===== config.mk =====
export PLATFORM = sky130hd
export DESIGN_NAME = sat_clause_loader_flat
export DESIGN_NICKNAME = d
export VERILOG_FILES = /design/src/rtl/sat_clause_loader_if.sv /design/src/rtl/sat_clause_loader.sv /design/src/flat_wrapper.sv
export SDC_FILE = /design/constraint.sdc
export NUM_CORES = 1
export LEC_CHECK = 0
export ABC_AREA = 1
export BUFFER_PORTS_ARGS = -buffer_cell sky130_fd_sc_hd__buf_2
export CAP_MARGIN = 10
export CORE_MARGIN = 2
export CORE_UTILIZATION = 30
export DETAILED_ROUTE_END_ITERATION = 7
export GPL_TIMING_DRIVEN = 0
export PLACE_DENSITY = 0.52
export SYNTH_ARGS = -nofsm -noshare
export SYNTH_HDL_FRONTEND = slang
export SYNTH_SLANG_ARGS = --single-unit

===== constraint.sdc =====
create_clock -name clk -period 2.75 [get_ports clk]
set_input_delay 0.275 -clock clk [delete_from_list [all_inputs] [get_ports clk]]
set_output_delay 0.275 -clock clk [all_outputs]
set_load 0.005 [all_outputs]

===== src/rtl/sat_clause_loader_if.sv =====
// Clause stream into sat_clause_loader: one 3-literal clause per valid/ready handshake.
interface sat_clause_loader_if;
    logic        in_valid;
    logic        in_ready;
    logic [11:0] in_clause;
    logic        in_last;

    modport master (output in_valid, output in_clause, output in_last, input in_ready);
    modport slave  (input in_valid, input in_clause, input in_last, output in_ready);
endinterface


===== src/rtl/sat_clause_loader.sv =====
// Buffers one frame of 3-literal clauses, replays it nibble-serially into the tinysat core, then runs it.
// Optional macro LOADER_LIT_CHECK_EN adds a sticky lit_err flag for out-of-range literals.
module sat_clause_loader #(
    parameter int               NUM_BITS         = 6,
    parameter int               LOG2_NUM_CLAUSES = 5,
    parameter logic signed [3:0] PAD_LIT         = 4'sd1
) (
    input  logic                      clk,
    input  logic                      reset_n,
    sat_clause_loader_if.slave        in_bus,
    output logic                      sat_reset,
    output logic                      sat_load,
    output logic [3:0]                sat_data,
    output logic                      sat_run,
    input  logic                      sat_done,
    output logic                      frame_done,
    input  logic                      clear,
    output logic [LOG2_NUM_CLAUSES:0] clause_cnt
`ifdef LOADER_LIT_CHECK_EN
    ,
    output logic                      lit_err
`endif
);

    localparam int CNT_W       = LOG2_NUM_CLAUSES + 2;
    localparam int NUM_CLAUSES = 1 << LOG2_NUM_CLAUSES;
    localparam logic [LOG2_NUM_CLAUSES:0] LAST_SLOT = (LOG2_NUM_CLAUSES + 1)'(NUM_CLAUSES - 1);
    localparam logic [LOG2_NUM_CLAUSES:0] CC_ONE    = (LOG2_NUM_CLAUSES + 1)'(1);
    localparam logic [CNT_W-1:0]          CNT_ONE   = CNT_W'(1);

    typedef enum logic [2:0] {
        ST_COLLECT = 3'd0,
        ST_CLR     = 3'd1,
        ST_STREAM  = 3'd2,
        ST_RUN     = 3'd3,
        ST_DONE    = 3'd4
    } state_t;

    state_t                      state_r;
    logic [CNT_W-1:0]            cnt_r;
    logic [11:0]                 buf_r [NUM_CLAUSES];
    logic                        handshake_s;
    logic [LOG2_NUM_CLAUSES:0]   cnt_m1_s;
    logic [LOG2_NUM_CLAUSES-1:0] slot_s;
    logic [11:0]                 clause_s;
    logic [3:0]                  nib_s;

    // Literal is illegal when zero or its magnitude exceeds the variable count.
    function automatic logic lit_bad(input logic [3:0] lit);
        logic [3:0] mag;
        mag     = lit[3] ? (4'd0 - lit) : lit;
        lit_bad = (lit == 4'd0) || ({28'd0, mag} > NUM_BITS);
    endfunction

    assign handshake_s = (state_r == ST_COLLECT) && in_bus.in_valid && in_bus.in_ready;
    assign cnt_m1_s    = clause_cnt - CC_ONE;

    // Select the nibble for the current load counter; unused slots replay the last real clause.
    always_comb begin
        slot_s   = cnt_r[LOG2_NUM_CLAUSES-1:0];
        clause_s = {PAD_LIT, PAD_LIT, PAD_LIT};
        nib_s    = 4'h0;
        if (clause_cnt == '0) begin
            clause_s = {PAD_LIT, PAD_LIT, PAD_LIT};
        end else begin
            if ({1'b0, cnt_r[LOG2_NUM_CLAUSES-1:0]} >= clause_cnt) begin
                slot_s = cnt_m1_s[LOG2_NUM_CLAUSES-1:0];
            end else begin
                slot_s = cnt_r[LOG2_NUM_CLAUSES-1:0];
            end
            clause_s = buf_r[slot_s];
        end
        case (cnt_r[CNT_W-1 -: 2])
            2'd0:    nib_s = 4'h0;
            2'd1:    nib_s = clause_s[3:0];
            2'd2:    nib_s = clause_s[7:4];
            2'd3:    nib_s = clause_s[11:8];
            default: nib_s = 4'h0;
        endcase
    end

    // Clause buffer; contents need no reset since clause_cnt bounds what is read.
    always_ff @(posedge clk) begin
        if (handshake_s) begin
            buf_r[clause_cnt[LOG2_NUM_CLAUSES-1:0]] <= in_bus.in_clause;
        end
    end

    // Frame sequencer: COLLECT -> CLR -> STREAM -> RUN -> DONE, all outputs registered.
    always_ff @(posedge clk or negedge reset_n) begin
        if (!reset_n) begin
            state_r         <= ST_COLLECT;
            cnt_r           <= '0;
            clause_cnt      <= '0;
            in_bus.in_ready <= 1'b1;
            sat_reset       <= 1'b1;
            sat_load        <= 1'b0;
            sat_data        <= 4'h0;
            sat_run         <= 1'b0;
            frame_done      <= 1'b0;
        end else begin
            case (state_r)
                ST_COLLECT: begin
                    if (handshake_s) begin
                        clause_cnt <= clause_cnt + CC_ONE;
                        if (in_bus.in_last || (clause_cnt == LAST_SLOT)) begin
                            in_bus.in_ready <= 1'b0;
                            cnt_r           <= '0;
                            state_r         <= ST_CLR;
                        end
                    end
                end
                ST_CLR: begin
                    sat_reset <= 1'b0;
                    sat_load  <= 1'b1;
                    sat_data  <= nib_s;
                    cnt_r     <= cnt_r + CNT_ONE;
                    state_r   <= ST_STREAM;
                end
                ST_STREAM: begin
                    // Counter has wrapped once the last group has been emitted.
                    if (cnt_r == '0) begin
                        sat_load <= 1'b0;
                        sat_data <= 4'h0;
                        sat_run  <= 1'b1;
                        state_r  <= ST_RUN;
                    end else begin
                        sat_data <= nib_s;
                        cnt_r    <= cnt_r + CNT_ONE;
                    end
                end
                ST_RUN: begin
                    if (sat_done) begin
                        sat_run    <= 1'b0;
                        frame_done <= 1'b1;
                        state_r    <= ST_DONE;
                    end
                end
                ST_DONE: begin
                    if (clear) begin
                        clause_cnt      <= '0;
                        sat_reset       <= 1'b1;
                        frame_done      <= 1'b0;
                        in_bus.in_ready <= 1'b1;
                        state_r         <= ST_COLLECT;
                    end
                end
                default: begin
                    state_r         <= ST_COLLECT;
                    clause_cnt      <= '0;
                    in_bus.in_ready <= 1'b1;
                    sat_reset       <= 1'b1;
                    sat_load        <= 1'b0;
                    sat_run         <= 1'b0;
                    frame_done      <= 1'b0;
                end
            endcase
        end
    end

`ifdef LOADER_LIT_CHECK_EN
    // Sticky literal-range error, cleared when a new frame is opened by clear.
    always_ff @(posedge clk or negedge reset_n) begin
        if (!reset_n) begin
            lit_err <= 1'b0;
        end else if ((state_r == ST_DONE) && clear) begin
            lit_err <= 1'b0;
        end else if (handshake_s && (lit_bad(in_bus.in_clause[3:0]) ||
                                     lit_bad(in_bus.in_clause[7:4]) ||
                                     lit_bad(in_bus.in_clause[11:8]))) begin
            lit_err <= 1'b1;
        end
    end
`endif

endmodule


===== src/flat_wrapper.sv =====
// flat-port wrapper written by rule: the top's interface ports become plain ports
module sat_clause_loader_flat 
#(
    parameter int               NUM_BITS         = 6,
    parameter int               LOG2_NUM_CLAUSES = 5,
    parameter logic signed [3:0] PAD_LIT         = 4'sd1
)
  (clk, reset_n, sat_reset, sat_load, sat_data, sat_run, sat_done, frame_done, clear, clause_cnt, in_bus_in_valid, in_bus_in_clause, in_bus_in_last, in_bus_in_ready);
  sat_clause_loader_if in_bus_i ();
  input  logic clk;
  input  logic reset_n;
  output logic sat_reset;
  output logic sat_load;
  output logic [3:0] sat_data;
  output logic sat_run;
  input  logic sat_done;
  output logic frame_done;
  input  logic clear;
  output logic [LOG2_NUM_CLAUSES:0] clause_cnt;
  input wire logic [$bits(in_bus_i.in_valid)-1:0] in_bus_in_valid;
  input wire logic [$bits(in_bus_i.in_clause)-1:0] in_bus_in_clause;
  input wire logic [$bits(in_bus_i.in_last)-1:0] in_bus_in_last;
  output wire logic [$bits(in_bus_i.in_ready)-1:0] in_bus_in_ready;
  assign in_bus_i.in_valid = in_bus_in_valid;
  assign in_bus_i.in_clause = in_bus_in_clause;
  assign in_bus_i.in_last = in_bus_in_last;
  assign in_bus_in_ready = in_bus_i.in_ready;
  sat_clause_loader #(.NUM_BITS(NUM_BITS), .LOG2_NUM_CLAUSES(LOG2_NUM_CLAUSES), .PAD_LIT(PAD_LIT)) u_core (.clk(clk), .reset_n(reset_n), .in_bus(in_bus_i), .sat_reset(sat_reset), .sat_load(sat_load), .sat_data(sat_data), .sat_run(sat_run), .sat_done(sat_done), .frame_done(frame_done), .clear(clear), .clause_cnt(clause_cnt));
endmodule

; ---- Yosys cells after proc, flatten, opt, wreduce, memory -nomap -nowiden
; Memories as Yosys holds them, arrays and structs flattened.
; Cells that the tools add are included.
[totals]
input_bits = 18
output_inout_bits = 15
word_cells = 89
memories = 1
ramBits = 384
reg_bits = 25
[op_classes]
mux = 34
magnitude_cmp = 1
eq_ne = 14
add_sub_neg = 3
bitwise = 5
reduce_logical = 22
[mem_list]
columns = memory, depth, word_bits, read_ports, rd_ports_with_merged_regs, wr, line
row1 = u_core.buf_r, 32, 12, 1, 0, 1, sat_clause_loader.sv:41  ; logic [11:0] buf_r [NUM_CLAUSES];
[ops]
columns = cell, n
row1 = 7-bit two-way mux, 3
row2 = 7-bit one-hot mux with 3 select lines, 1
row3 = 6-bit one-hot mux with 3 select lines, 1
row4 = 4-bit one-hot mux with 4 select lines, 1
row5 = 3-bit two-way mux, 5
row6 = 1-bit one-hot mux with 3 select lines, 5
row7 = 3-bit one-hot mux with 5 select lines, 1
row8 = 3-bit OR reduction, 5
row9 = 12-bit two-way mux, 1
row10 = 6-bit two-way mux, 2
row11 = 1-bit two-way mux, 10
row12 = 5-bit two-way mux, 2
row13 = 3-bit AND reduction, 3
row14 = "2-bit != test, second input constant", 4
row15 = 4-bit one-hot mux with 2 select lines, 1
row16 = 4-bit AND reduction, 2
row17 = "7-bit by 1-bit adder with 7-bit output, second input constant", 1
row18 = 7-bit zero test, 1
row19 = "6-bit by 1-bit adder with 6-bit output, second input constant", 1
row20 = "3-bit by 2-bit equality test with 1-bit output, second input constant", 2
row21 = "6-bit by 5-bit equality test with 1-bit output, second input constant", 1
row22 = 5-bit by 6-bit greater-or-equal comparator with 1-bit output, 1
row23 = 6-bit zero test, 1
row24 = 1-bit inverter, 5
row25 = other kinds (15), 19

; ---- Depth between registers and ports, before layout
; Gate-level depths: netlist of run 1.
; An unclocked memory read counts as a cell.
[logic_depth]
ltp_word = 8
depth_mapped = 24
mapped_depth_nobuf = 22

; ---- Worst setup path before layout of run 1
; Ideal clock, no wire load.
[synth_timing]
kind = flip-flop to flip-flop
from = reg u_core.clause_cnt[3]
to = reg u_core.sat_data[2]
arrival_ns = 2.603
slack_ns = 0.030
t_required_ns = 2.633
path_buffers = 4
path_stages_with_launch = 21
cell_sequence = dfrtp_1 > clkbuf_1 > inv_1 > ha_1 > nand2_1 > nand2_1 > a21boi_2 > nand2_2 > buf_6 > o21ai_4 > buf_4 > buf_2 > nand3_1 > nand3_1 > nand3_1 > nand3_1 > nand2_1 > nand2_1 > nand3_1 > nand2_1 > nand2_1
[synth_between]
elab_chain_cells = 8
word_cells_on_any_way = 10
classes_between = add/sub (1) / order compare (1) / mux (6) / reduce/logical (1) / memory (1)
[synth_rtl]
columns = element, line
row1 = start: declaration, sat_clause_loader.sv:18  ; output logic [LOG2_NUM_CLAUSES:0] clause_cnt
row2 = start signal: assignment, sat_clause_loader.sv:105  ; clause_cnt <= clause_cnt + CC_ONE;
row3 = 5-bit by 1-bit subtractor with 5-bit output / 5-bit by 6-bit greater-or-equal comparator with 1-bit output (equally long branches), "sat_clause_loader.sv:56, sat_clause_loader.sv:66"
row4 = 5-bit two-way mux, sat_clause_loader.sv:66  ; if ({1'b0, cnt_r[LOG2_NUM_CLAUSES-1:0]} >= clause_cnt) begin
row5 = 5-bit two-way mux, sat_clause_loader.sv:63  ; if (clause_cnt == '0) begin
row6 = memory read 32 x 12 bit, -
row7 = 12-bit two-way mux *, sat_clause_loader.sv:63
row8 = 4-bit one-hot mux with 4 select lines *, sat_clause_loader.sv:73  ; case (cnt_r[CNT_W-1 -: 2])
row9 = 4-bit two-way mux, sat_clause_loader.sv:122  ; if (cnt_r == '0) begin
row10 = 4-bit one-hot mux with 2 select lines *, sat_clause_loader.sv:102  ; case (state_r)
row11 = end signal: assignment, sat_clause_loader.sv:116  ; sat_data <= nib_s;
row12 = end signal: assignment, sat_clause_loader.sv:128  ; sat_data <= nib_s;
row13 = end: declaration, sat_clause_loader.sv:13  ; output logic [3:0] sat_data,
; Mark *: on every way between the ends. The rest lies on a longest branch, timed or not. The select of a mux whose other input is x is not followed.
; A chain may end at the register's enable or synchronous reset.

; ---- Worst setup path in the final report of run 1
[layout_timing]
from = reg u_core.clause_cnt[2]
to = reg u_core.sat_data[2]
; Same word-level chain as after synthesis.

==> tab_implementation.tex, run 1 <==
\begin{tabular}{lr}
\hline
Metric & Value \\
\hline
\multicolumn{2}{l}{\textbf{Global route}} \\
\quad Grt ovf & 0 \\
\quad Overall fraction of global-route tracks in use & between 10\% and 20\% \\
\quad Global-route wire length before repair & $\sim$84000 um \\
\quad Initial antenna violation count & 1 \\
\quad Number of global-route vias before repair & between 10000 and 15000 \\
\quad Maximum number of pins on one net before global-route repair & 33 \\
\multicolumn{2}{l}{\textbf{Critical path}} \\
\quad Number of stages on the worst setup path & 19 \\
\quad Cell type group with the largest total delay on the critical path & simple AND/OR/NAND/NOR gates \\
\quad Destination of the critical timing path & u\_core.sat\_data[2] \\
\quad Launching element type of the critical path & flop \\
\quad Worst path arrival time & $\sim$3500 ps \\
\quad Critical path peak fanout & 10 \\
\quad Number of cells on the worst reg-to-reg path & 19 \\
\quad Crit path kind & reg2reg \\
\quad Cell occurring most often along the worst timing path & nand2\_1 \\
\quad Highest cell delay on the worst timing path & about 360 ps \\
\quad Crit path cell chain & buf\_6 > clkinvlp\_4 > ha\_4 > nand2\_1 > nand2\_1 > a21boi\_2 > nand2\_4 > buf\_4 > o21ai\_4 > buf\_6 > buf\_6 > nand3\_1 > nand3\_1 > nand3\_2 > nand2\_2 > nand2\_2 > nand3\_4 > nand2\_1 > nand2\_1 \\
\quad Data required time of the critical path & roughly 3300 ps \\
\quad Category of the worst setup path capture point & flop \\
\quad Destination of the worst register-to-register timing path & u\_core.sat\_data[2] \\
\quad Start point of the critical path & u\_core.clause\_cnt[2] \\
\quad Cell with the biggest individual delay on the critical path & dfrtp\_1 \\
\quad R2R Setup Slk & -200 ps \\
\quad Launch instance of the worst register-to-register path & u\_core.clause\_cnt[2] \\
\quad Number of buffers and inverters on the critical path & 5 \\
\multicolumn{2}{l}{\textbf{Floorplan}} \\
\quad Number of primary I/O pins & 33 \\
\quad Die Span X & roughly 250 um \\
\quad Starting Density & a little under a third \\
\quad Floorplan row count & 88 \\
\quad DIE HEIGHT & about 250 um \\
\quad Die ar. & between 60000 and 70000 sq um \\
\quad Core ar. & slightly below 60000 sq um \\
\multicolumn{2}{l}{\textbf{Clock tree}} \\
\quad Root cell of the clock tree & clkbuf\_16 \\
\quad Post-CTS clock slew at the launch and capture registers of the worst setup and hold paths & 60 ps \\
\quad Deepest level of the CTS H-tree & 2 \\
\quad TritonCTS Buffers & 43 \\
\quad TritonCTS clock tree & built \\
\quad Clock sink total & $\sim$400 \\
\quad Clock buffer depth & 3 \\
\quad Clock latency at the later pin of the worst-skew pair & about 600 ps \\
\multicolumn{2}{l}{\textbf{Routing}} \\
\quad Total wirelength of the detailed-routed design & roughly 60000 um \\
\quad Detailed-routing iteration count for the pre-antenna-repair pass & 5 \\
\quad Residual antenna-violating net count after detailed routing & 0 \\
\quad Count of unresolved DRC violations after routing & 0 \\
\quad Routed len/inst & $\sim$23 um \\
\quad DRC marker count from the first detailed-route iteration & about 1500 \\
\quad Via count & $\sim$13000 \\
\quad Vias per cell & 5.05 \\
\multicolumn{2}{l}{\textbf{Placed design}} \\
\quad Routability cong. & between 0.8 and 0.9 \\
\quad Post-detailed-placement half-perimeter wirelength & approximately 37000 um \\
\quad Buffers on Ports & 32 \\
\quad Placed cell area & 19100 sq um \\
\quad Pre-CTS worst setup slack & -1450 ps \\
\quad Number of instances in the placed design & between 2000 and 2500 \\
\multicolumn{2}{l}{\textbf{Synth}} \\
\quad Post-Synthesis Mean Instance Area & $\sim$11 sq um \\
\quad Area fraction in compound gates after synthesis & 1.84\% \\
\quad Sequential fraction of the synthesis area & around 70\% \\
\quad Cell count after synthesis & 1593 \\
\quad Yosys warns & 0 \\
\quad Leading post-synthesis cells by cell area & edfxtp\_1, nand3\_1, nand2\_1 \\
\quad Syn Std Cell Area & about 18000 sq um \\
\quad Synth Area in Adders & less than 1\% \\
\quad Fraction of post-synthesis cell area in the top cell type by area & 65.8\% \\
\quad Largest family of logic cells by synthesized area & simple AND/OR/NAND/NOR gates \\
\quad Leading area contributor after synthesis & edfxtp\_1 \\
\quad Total of flip-flops plus latches after synthesis & 409 \\
\quad Xor and xnor fraction of the mapped netlist area & 0.0500\% \\
\quad Syn\_nets & approximately 1600 \\
\quad Number of distinct standard cells referenced by the synthesized netlist & 31 \\
\quad Basic-gate share of the synthesized area counting and, or, nand and nor cells & approximately 22\% \\
\quad Post-synthesis mux area share & 0\% \\
\multicolumn{2}{l}{\textbf{Worst hold path}} \\
\quad Hold path startpoint & in\_bus\_in\_last \\
\quad Worst min path class & in2reg \\
\quad Worst hold stages & 6 \\
\multicolumn{2}{l}{\textbf{STA}} \\
\quad Minimum clock period & 2950 ps \\
\quad Setup repair after global routing missed its margin & yes \\
\quad Worst slew margin & 42.8\% \\
\quad Final hold violation count & 0 \\
\quad Final critical-path setup slack & -198 ps \\
\quad Slew @ Worst Pin & 853 ps \\
\quad Endpoints failing setup & 4 \\
\quad Final cycle utilization of the critical path & 107\% \\
\quad Worst Hold Margin & roughly 37 ps \\
\quad Max Clock Freq & 0.339 GHz \\
\quad Max-slew violations & 0 \\
\quad Clock skew after layout & about 26 ps \\
\multicolumn{2}{l}{\textbf{Status}} \\
\quad Result of the run & complete, but fails checks \\
\quad Violations in the final reports & negative setup slack \\
\multicolumn{2}{l}{\textbf{Final layout}} \\
\quad Most common library cell in the layout ignoring fill and taps & nand2\_1 \\
\quad Share of post-route cells with drive strength above 1 & about 26\% \\
\quad Net count, final & 1788 \\
\quad Finished layout cell area & $\sim$23000 sq um \\
\quad Fin cells & about 2600 \\
\quad Most frequent cells in the layout & nand2\_1, edfxtp\_1, nand3\_1 \\
\quad Signed area change from the synthesized netlist to the final layout & 31.4\% \\
\multicolumn{2}{l}{\textbf{Job}} \\
\quad Number of maximum-capacitance constraint violations & 0 \\
\hline
\end{tabular}
[worst min-delay path by stage]
stage,end,slack [ps]
4_1_cts,u_core.in_bus.in_ready,7
2_1_floorplan,u_core.clause_cnt[0],-20
3_3_place_gp,u_core.frame_done,300
5_1_grt,u_core.state_r[2],50
3_5_place_dp,u_core.sat_load,300
6_report,u_core.in_bus.in_ready,40
[cells in the mapped netlist]
library cell    n
nand3_1       355
ha_1           12
dfstp_2         2
buf_6          12
o21ai_4         2
a21boi_2        1
o21ai_1         8
inv_1         129
o211ai_1        5
buf_1           5
nand2_1       472
buf_2          46
o21ai_0        25
nand3_2         1
xor2_1          1
nor2_1         57
nor3_1         13
inv_2           1
edfxtp_1      384
dfrtp_1        23
nand2_4         2
nand3b_1        4
o22ai_1         1
nand2_2         3
o21ai_2         1
a22oi_1         1
buf_4           8
clkbuf_1        8
nand4_1         1
a21oi_1         9
o21bai_1        1
[worst register-to-register path: stages (launching register included)]
cell	delay, ps
dfrtp_1	360
buf_6	120
clkinvlp_4	100
ha_4	170
nand2_1	50
nand2_1	60
a21boi_2	200
nand2_4	120
buf_4	160
o21ai_4	260
buf_6	230
buf_6	230
nand3_1	130
nand3_1	110
nand3_2	120
nand2_2	110
nand2_2	70
nand3_4	130
nand2_1	70
nand2_1	70
[metrics by stage]
stage	utilization (%)	TNS, ps
finish	39.9	-643
global placement	32.3	-216130
detailed placement	33.1	-18350
global route	39.9	-1110
floorplan	-	0
CTS	38.1	-1600
[cell type report]
class / count / area [sq um]
Fill cell: 5411 / 34700
Sequential cell: 409 / 12200
Multi-Input combinational cell: 977 / 5410
Timing Repair Buffer: 121 / 1490
Clock buffer: 55 / 1140
Buffer: 76 / 1060
Tap cell: 765 / 957
Inverter: 130 / 500
Clock inverter: 24 / 274
Antenna cell: 1 / 2.50
[state kept, by name, summed over array words and instances, names as in the netlist]
name / flops
u_core.buf_r: 384
u_core.cnt_r: 7
u_core.clause_cnt: 6
u_core.sat_data: 4
u_core.state_r: 3
u_core.frame_done: 1
u_core.in_bus.in_ready: 1
u_core.sat_load: 1
u_core.sat_reset: 1
u_core.sat_run: 1
[what timing repair did]
action | 4_1_cts | 5_1_grt
hold endpoints to repair | 23 | 0
setup endpoints to repair | 158 | 281
cloned | 7 | 11
setup buffers | 33 | 14
pin swaps | 37 | 59
hold buffers | 1 | 0
resized for setup | 258 | 151
[logic make-up (layout without fill, tap and decap cells)]
family	after synthesis	count (layout)
buf+inv	209	406
flops	409	409
compound gates	54	54
xor+xnor	1	1
other cells	0	1
simple gates	908	910
fa+ha+maj	12	12
[metal layers]
metal	track usage, %	wire length, um
met3	3.03	4430
met2	29.9	26700
met4	9.82	3040
met1	25.7	24500
met5	0	0
Power of run 1 is not shown: default switching activity piles up to over one toggle a cycle in this logic, so the estimate is an artifact.
==> inputs of run 2 (changes only) <==
- TNS_END_PERCENT: not set -> 10
==> run 2 against run 1 <==
  * Clock skew rose by 1.8 ps
  * Utilization increased by 0.46 points
  * Wire length rose by 1.3%
  * Largest cell class unchanged
  * Non-clock buffer count grew 2
  * First-iteration DRC count down 5.9%
  * Hold slack better by 2.6 ps
  * Die area stayed put
  * Register-to-register slack about the same
  * Critical path depth unchanged
  * Critical endpoint unchanged
  * Sequential share of layout area fell by 0.60 points
  * Via count up 1.1%
  * The run still ends with negative setup slack left
  * Worst setup slack worse by 6.5 ps
==> tab_implementation.tex, run 2 (same netlist as run 1, synthesis figures left out) <==
\begin{tabular}{lr}
\hline
Metric & Value \\
\hline
\multicolumn{2}{l}{\textbf{Status}} \\
\quad Result of the run & complete, but fails checks \\
\quad Violations in the final reports & negative setup slack \\
\multicolumn{2}{l}{\textbf{Final layout}} \\
\quad Filler cell count & 5380 \\
\quad Most frequent cells in the layout & nand2\_1, edfxtp\_1, nand3\_1 \\
\quad Finished layout cell area & 23300 sq um \\
\quad Most common library cell in the layout ignoring fill and taps & nand2\_1 \\
\quad Fin cells & 2560 \\
\quad Net count, final & approximately 1800 \\
\quad Share of post-route cells with drive strength above 1 & 27.9\% \\
\quad Combined area of the multi-input logic cells & $\sim$5600 sq um \\
\quad Flip-flop count of the largest register after layout & around 380 \\
\quad Signed area change from the synthesized netlist to the final layout & 32.9\% \\
\quad Area of all sequential standard cells & roughly 12000 sq um \\
\quad Utilization after layout & between 40\% and 50\% \\
\multicolumn{2}{l}{\textbf{STA}} \\
\quad Max Clock Freq & around 0.34 GHz \\
\quad Slew @ Worst Pin & between 800 and 900 ps \\
\quad Minimum clock period & 2960 ps \\
\quad Max-slew violations & 0 \\
\quad Clock skew after layout & about 28 ps \\
\quad Setup repair after global routing missed its margin & yes \\
\quad Setup TNS & -653 ps \\
\quad Worst slew margin & 40.0\% \\
\quad Final critical-path setup slack & -205 ps \\
\quad Endpoints failing setup & 4 \\
\quad Final hold violation count & 0 \\
\quad Final cycle utilization of the critical path & 107\% \\
\multicolumn{2}{l}{\textbf{Placed design}} \\
\quad Number of instances in the placed design & around 2400 \\
\quad Post-detailed-placement half-perimeter wirelength & between 30000 and 40000 um \\
\quad Placed cell area & 19100 sq um \\
\quad Routability cong. & approximately 0.86 \\
\quad Buffers on Ports & 32 \\
\multicolumn{2}{l}{\textbf{Floorplan}} \\
\quad Starting Density & 30.4\% \\
\quad Die Span X & roughly 250 um \\
\quad Number of primary I/O pins & 33 \\
\quad DIE HEIGHT & between 200 and 250 um \\
\quad Die ar. & approximately 60000 sq um \\
\quad Core ar. & around 58000 sq um \\
\quad Floorplan row count & between 80 and 90 \\
\multicolumn{2}{l}{\textbf{Routing}} \\
\quad Vias per cell & approximately 5 \\
\quad Count of unresolved DRC violations after routing & 0 \\
\quad DRC marker count from the first detailed-route iteration & between 1000 and 1500 \\
\quad Via count & between 10000 and 15000 \\
\quad Residual antenna-violating net count after detailed routing & 0 \\
\quad Routed len/inst & approximately 23 um \\
\quad Detailed-routing iteration count for the pre-antenna-repair pass & 6 \\
\quad Total wirelength of the detailed-routed design & 59400 um \\
\multicolumn{2}{l}{\textbf{Critical path}} \\
\quad Critical path peak fanout & 10 \\
\quad Data required time of the critical path & between 3000 and 4000 ps \\
\quad Launch instance of the worst register-to-register path & u\_core.clause\_cnt[2] \\
\quad R2R Setup Slk & -210 ps \\
\quad Category of the worst setup path capture point & flop \\
\quad Launching element type of the critical path & flop \\
\quad Number of cells on the worst reg-to-reg path & 19 \\
\quad Worst path arrival time & 3470 ps \\
\quad Crit path kind & reg2reg \\
\quad Destination of the worst register-to-register timing path & u\_core.sat\_data[2] \\
\multicolumn{2}{l}{\textbf{Global route}} \\
\quad Layer carrying the most global-route usage & met2 \\
\quad Grt ovf & 0 \\
\quad Initial antenna violation count & 1 \\
\quad Number of global-route vias before repair & approximately 12000 \\
\quad Overall fraction of global-route tracks in use & a little under a fifth \\
\quad Met2 usage & between 30\% and 40\% \\
\quad Maximum number of pins on one net before global-route repair & 33 \\
\quad Met3 Use GR & between 3 and 4\% \\
\quad M1 GR Usage & 25.7\% \\
\quad Global-route wire length before repair & about 84000 um \\
\multicolumn{2}{l}{\textbf{Clock tree}} \\
\quad Root cell of the clock tree & clkbuf\_16 \\
\quad Deepest level of the CTS H-tree & 2 \\
\quad Clock latency at the later pin of the worst-skew pair & roughly 600 ps \\
\quad Post-CTS clock slew at the launch and capture registers of the worst setup and hold paths & 60 ps \\
\quad TritonCTS clock tree & built \\
\quad Clock sink total & 409 \\
\quad TritonCTS Buffers & 43 \\
\quad Clock buffer depth & 3 \\
\multicolumn{2}{l}{\textbf{Job}} \\
\quad Number of maximum-capacitance constraint violations & 0 \\
\multicolumn{2}{l}{\textbf{Worst hold path}} \\
\quad Worst hold stages & 6 \\
\quad Hold path startpoint & in\_bus\_in\_last \\
\quad Worst Hold Path EP & u\_core.in\_bus.in\_ready \\
\quad Worst min path class & in2reg \\
\hline
\end{tabular}
==> run 2: changes by cell type in the layout (fill, tap and decap cells not counted), moves of 5 or more <==
cell	change
nand2_1	-14
nand3_2	+24
clkbuf_16	+5
nand2_2	+13
nand3_1	-25
==> run 2: final cells by class <==
type,instances,share of cell area (%)
Sequential cell,409,52.3
Multi-Input combinational cell,977,23.9
Timing Repair Buffer,122,6.68
Clock buffer,55,4.90
Buffer,77,4.77
Tap cell,765,4.11
Inverter,130,2.15
Clock inverter,24,1.18
Antenna cell,1,0.0107
==> run 2: routing by layer <==
| layer | vias to the layer above | wire [um] |
|---|---|---|
| li1 | 5844 | - |
| met2 | 627 | 27200 |
| met4 | 0 | 2930 |
| met5 | - | 0 |
| met1 | 6440 | 24200 |
| met3 | 155 | 5040 |
==> run 2: worst max path at each step <==
stage	to	start	slack, ps	cells after the start
after floorplan	u_core.sat_data[2]	u_core.clause_cnt[3]	30	20
after global placement	u_core.sat_data[2]	u_core.clause_cnt[3]	-1450	17
after detailed placement	u_core.sat_data[1]	u_core.clause_cnt[3]	-1450	17
after CTS	u_core.sat_data[1]	u_core.clause_cnt[2]	-200	22
after global routing	u_core.sat_data[2]	u_core.clause_cnt[2]	-280	22
final	u_core.sat_data[2]	u_core.clause_cnt[2]	-210	19
==> run 2: timing repair <==
item	in CTS	in global routing
hold buffers	1	0
cloned	7	17
endpoints found under the hold margin	23	0
buffers inserted	32	10
setup endpoints to repair	158	337
pin swaps	36	81
gates resized for setup	252	202
==> run 2: stage by stage <==
stage / worst slack, ps / hold WS (ps)
3_5_place_dp: -1450 / 304
3_3_place_gp: -1450 / 297
4_1_cts: -200 / 6.72
5_1_grt: -280 / 54.2
6_report: -205 / 39.7
2_1_floorplan: 30.2 / -20.6
==> run 2: worst max-delay path: stages (launching register included) <==
cell        delay, ps
dfrtp_1           360
buf_6             120
clkinvlp_4        110
ha_4              170
nand2_1            50
nand2_1            60
a21boi_2          200
nand2_4           120
buf_4             160
o21ai_4           270
buf_8             220
buf_6             220
nand3_1           120
nand3_1           120
nand3_2           110
nand2_2           120
nand2_2            60
nand3_4           140
nand2_2            50
nand2_1            70
Power of run 2 is left out for the same reason.
